==> src/rtl/nrs_rd_arbiter.sv <==
// Arbitrates the shared NRS register read port between the mapper (fixed priority) and the estimator (starvation-bounded).
// Grants are combinational and read data is registered one cycle after grant; requesters hold req until granted, and nothing is granted until the sequence is valid.
module nrs_rd_arbiter #(
  parameter int WIDTH_REG  = 16,
  parameter int LINES      = $clog2(WIDTH_REG),
  parameter int STARVE_MAX = 4
) (
  input  logic                 clk,
  input  logic                 rst,
  input  logic                 new_subframe,
  input  logic                 nrs_gen_done,
  input  logic                 map_req,
  input  logic [LINES-1:0]     map_addr,
  input  logic                 est_req,
  input  logic [LINES-1:0]     est_addr,
  output logic [LINES-1:0]     reg_rd_addr,
  input  logic [WIDTH_REG-1:0] reg_rd_data,
  output logic                 map_gnt,
  output logic                 est_gnt,
  output logic [WIDTH_REG-1:0] map_rdata,
  output logic                 map_valid,
  output logic [WIDTH_REG-1:0] est_rdata,
  output logic                 est_valid,
  output logic                 seq_ready,
  output logic [4:0]           est_rd_cnt
);

  typedef enum logic {
    ST_WAIT  = 1'b0,
    ST_READY = 1'b1
  } state_t;

  localparam logic [3:0] STARVE_LIM = 4'(STARVE_MAX);

  state_t           state;
  logic [3:0]       starve_cnt;
  logic [LINES-1:0] addr_q;
  logic             arb_en;
  logic             est_force;

  // A new_subframe cycle is already treated as invalid sequence, so it blocks grants.
  assign arb_en    = (state == ST_READY) && !new_subframe;
  assign est_force = est_req && (starve_cnt == STARVE_LIM);

  always_comb begin
    map_gnt = 1'b0;
    est_gnt = 1'b0;
    if (arb_en) begin
      if (est_force)    est_gnt = 1'b1;
      else if (map_req) map_gnt = 1'b1;
      else if (est_req) est_gnt = 1'b1;
    end
  end

  always_comb begin
    reg_rd_addr = addr_q;
    if (map_gnt)      reg_rd_addr = map_addr;
    else if (est_gnt) reg_rd_addr = est_addr;
  end

  always_ff @(posedge clk) begin
    if (rst) begin
      state      <= ST_WAIT;
      seq_ready  <= 1'b0;
      starve_cnt <= '0;
      addr_q     <= '0;
      map_rdata  <= '0;
      map_valid  <= 1'b0;
      est_rdata  <= '0;
      est_valid  <= 1'b0;
      est_rd_cnt <= '0;
    end else begin
      if (new_subframe) begin
        state     <= ST_WAIT;
        seq_ready <= 1'b0;
      end else if (nrs_gen_done) begin
        state     <= ST_READY;
        seq_ready <= 1'b1;
      end

      // Counts consecutive denials only; any break in the waiting streak restarts it.
      if ((state != ST_READY) || new_subframe || !est_req || est_gnt)
        starve_cnt <= '0;
      else if (starve_cnt != STARVE_LIM)
        starve_cnt <= starve_cnt + 4'd1;

      if (map_gnt || est_gnt)
        addr_q <= reg_rd_addr;

      map_valid <= map_gnt;
      if (map_gnt)
        map_rdata <= reg_rd_data;

      est_valid <= est_gnt;
      if (est_gnt)
        est_rdata <= reg_rd_data;

      if (new_subframe)
        est_rd_cnt <= '0;
      else if (est_gnt && (est_rd_cnt != 5'd31))
        est_rd_cnt <= est_rd_cnt + 5'd1;
    end
  end

endmodule

==> config.mk <==
export PLATFORM = sky130hd
export DESIGN_NAME = nrs_rd_arbiter
export DESIGN_NICKNAME = d
export VERILOG_FILES = /design/src/rtl/nrs_rd_arbiter.sv
export SDC_FILE = /design/constraint.sdc
export NUM_CORES = 1
export LEC_CHECK = 0
export CAP_MARGIN = 40
export CORE_MARGIN = 3
export CORE_UTILIZATION = 46
export CTS_CLUSTER_SIZE = 14
export DETAILED_ROUTE_END_ITERATION = 8
export GPL_ROUTABILITY_DRIVEN = 0
export PLACE_DENSITY = 0.8
export RECOVER_POWER = 100
export SYNTH_ARGS = -nofsm -noshare
export SYNTH_HDL_FRONTEND = slang
export SYNTH_SLANG_ARGS = --single-unit
==> constraint.sdc <==
create_clock -name clk -period 4.4 [get_ports clk]
set_clock_uncertainty 0.1 [all_clocks]
set_input_delay 1.1 -clock clk [delete_from_list [all_inputs] [get_ports clk]]
set_output_delay 1.1 -clock clk [all_outputs]
set_load 0.02 [all_outputs]
==> flow_summary.toml <==
[drt]
vias = 1625
dr.pass1.iters = 4
avgRoutedWirePerCell_microns = 13.83
drc = 0
via_per_inst = 4.909
wirelength_microns = 4579
ant_nets = 0
drt_iter0_markers = 55

[yosys]
synthArstFlopShare_pct = 0
synth_enable_flop_cells = 0
syn_area_sq_um = 1937
yosys_warnings = 0
syn_inst = 205
synth.distinct_cells = 35
synth_nets = 239
avgSynthCellArea_sq_um = 9.448
ys_seq_area_share_pct = 49.61
synthFlopType = "dfxtp_1"
ys_seq_elements = 48

[pwr]
combPwrFrac_pct = 9.4
p_seq_share_pct = 56.4
power_w = 0.0007836
power_frac_clock_pct = 34.2
switchingPower_w = 0.0001800
switching_share_pct = 22.97
peakVddDrop_mv = 0.2135
p_leak_nw = 1.126
p_int_w = 0.0006037
p_per_area_nw_per_um2 = 282.5

[timing]
layout_setup_ws_ns = 0.1489
tightest_slew_ns = 1.874
period_minus_slack_ns = 4.251
finalSetupViolations = 0
post-route-period-util_pct = 96.62
slew_headroom_pct = -24.96
hold_viol_final = 0
drv_slew = 43
hold_slack_ns = 0.3546
fin_tns_setup_ns = 0
grt_setup_unrepaired = "false"
fmax_mhz = 235.2

[clocking]
clk_pin_slew_ns = 0.08
clock_latency_ns = 0.29
cts_htree_levels = 2
cts-resized-gates = 0
postCtsSetupRepairBufs = 0
cts_buffers = 5
hold_buffers = 0
clockBufferDepth = 2
cts_root_buf = "clkbuf_8"
clock-sinks = 48
cts_tree = "yes"

[run_status]
violations = "capacitance limit, slew limit"
status = "finished with violations"

[finish]
final_cell_mix = "dfxtp_1 (48), nand2_1 (44), dlygate4sd3_1 (44)"
drive_gt1_share_pct = 7.774
area_delta_synth_final_pct = 43.22
post-route-util_pct = 71.98
layout_commonest_cell = "dfxtp_1"
n_antenna_cell = 0
finalNetCount = 316

[placement]
post-place-ws_ns = 0.2187
post-dp-hpwl_microns = 3333
port_buffers = 75

[worst_setup_path]
path_max_fanout = 7
reg2reg_depth = 6
r2r_end = "est_rd_cnt[2]"
worstSetupStartpoint = "new_subframe"
cp.required_ns = 3.20
crit_path_end_kind = "primary output"
cp.arrival_ns = 3.05
r2r_start = "est_rd_cnt[0]"
cp-start-kind = "primary input"
critPathKind = "primary input to primary output"
r2r_setup_slack_ns = 2.12
endpoint = "reg_rd_addr[1]"

[floorplanning]
start_util_pct = 50.26
die_w_microns = 70.89
die_h_microns = 70.89
core_area_sq_um = 3854
die_area_sq_um = 5025
ios = 76
fp-row-count = 22

[hold_path]
hold_class = "flip-flop to flip-flop"

[job]
maxCapViolCount = 1

[global_routing]
antenna_found_initial = 0
grt_pass1_wl_microns = 7590
overflow = 0
track_usage_pct = 18.88
grt_pass1_vias = 1586
grt_max_degree = 43
==> metrics by stage <==
step	instance area, sq um	cells
2_1_floorplan	1937	205
3_3_place_gp	2725	323
3_5_place_dp	2725	323
4_1_cts	2818	331
5_1_grt	2774	331
6_report	2774	331
==> cell type report <==
| class | count | area (sq um) |
|---|---|---|
| clock buffer | 6 | 82.58 |
| timing repair buffer | 80 | 784.5 |
| multi-input combinational | 144 | 864.6 |
| clock inverter | 2 | 10.01 |
| tap | 48 | 60.06 |
| fill | 334 | 1080 |
| sequential | 48 | 960.9 |
| inverter | 3 | 11.26 |
==> cell families (layout without fill, tap and decap cells) <==
group	count (synthesis)	count (layout)	share of synthesized area (%)
adders and majority gates	4	4	2.584
AOI/OAI and AO/OA	34	34	13.18
buffers and inverters	13	91	3.682
muxes	17	17	8.785
and+or+nand+nor	87	87	21.25
DFF	48	48	49.61
xor gates and xnor gates	2	2	0.9046
==> critical path, cell delays in order <==
cell and delay [ns]:
clkdlybuf4s50_1 0.51, nand3b_1 0.29, a21oi_4 0.28, a22oi_2 0.13
nand2_1 0.07, dlygate4sd3_1 0.67
==> worst min path at each step <==
stage                              from       endpoint  depth (start not counted)
after floorplan           starve_cnt[0]  starve_cnt[0]                          1
after global placement    map_rdata[14]  map_rdata[14]                          2
after detailed placement  map_rdata[12]  map_rdata[12]                          2
after CTS                 map_rdata[12]  map_rdata[12]                          2
after global routing      map_rdata[10]  map_rdata[10]                          2
final                     map_rdata[12]  map_rdata[12]                          2
==> registers in the layout, indices dropped and copies added (netlist names) <==
| name | count |
|---|---|
| map_valid | 1 |
| starve_cnt | 4 |
| state | 1 |
| est_rd_cnt | 5 |
| addr_q | 4 |
| map_rdata | 16 |
| est_valid | 1 |
| est_rdata | 16 |
==> cells in the mapped netlist, types with 2 or more instances <==
master / count / area share, %
mux2i_1: 17 / 8.8
inv_1: 2 / 0.39
nand3_1: 4 / 1.0
nand3b_4: 2 / 2.1
nand2_1: 44 / 8.5
ha_1: 4 / 2.6
a21oi_1: 18 / 4.7
nor2_1: 26 / 5.0
buf_6: 2 / 1.2
dfxtp_1: 48 / 50
o21ai_0: 3 / 0.77
nor3_1: 2 / 0.52
buf_2: 3 / 0.77
o21a_1: 2 / 0.77
a211oi_2: 3 / 1.9
a22oi_2: 3 / 1.9
clkbuf_1: 3 / 0.58
xnor2_1: 2 / 0.90
==> metal layers <==
metal | wire [microns] | GRT usage (%)
met5 | 0 | 0
met4 | 67 | 5.637
met3 | 508 | 10.09
met2 | 2009 | 28.63
met1 | 1993 | 23.25
==> power groups by stage <==
stage               combinational [W]  clock [W]  sequential, W
floorplan                   0.0000257          0       0.000457
global placement            0.0000780          0       0.000452
detailed placement          0.0000781          0       0.000453
CTS                         0.0000786   0.000275       0.000442
global route                0.0000796   0.000291       0.000443
finish                      0.0000736   0.000268       0.000442
(Power assumes the default switching activity.)
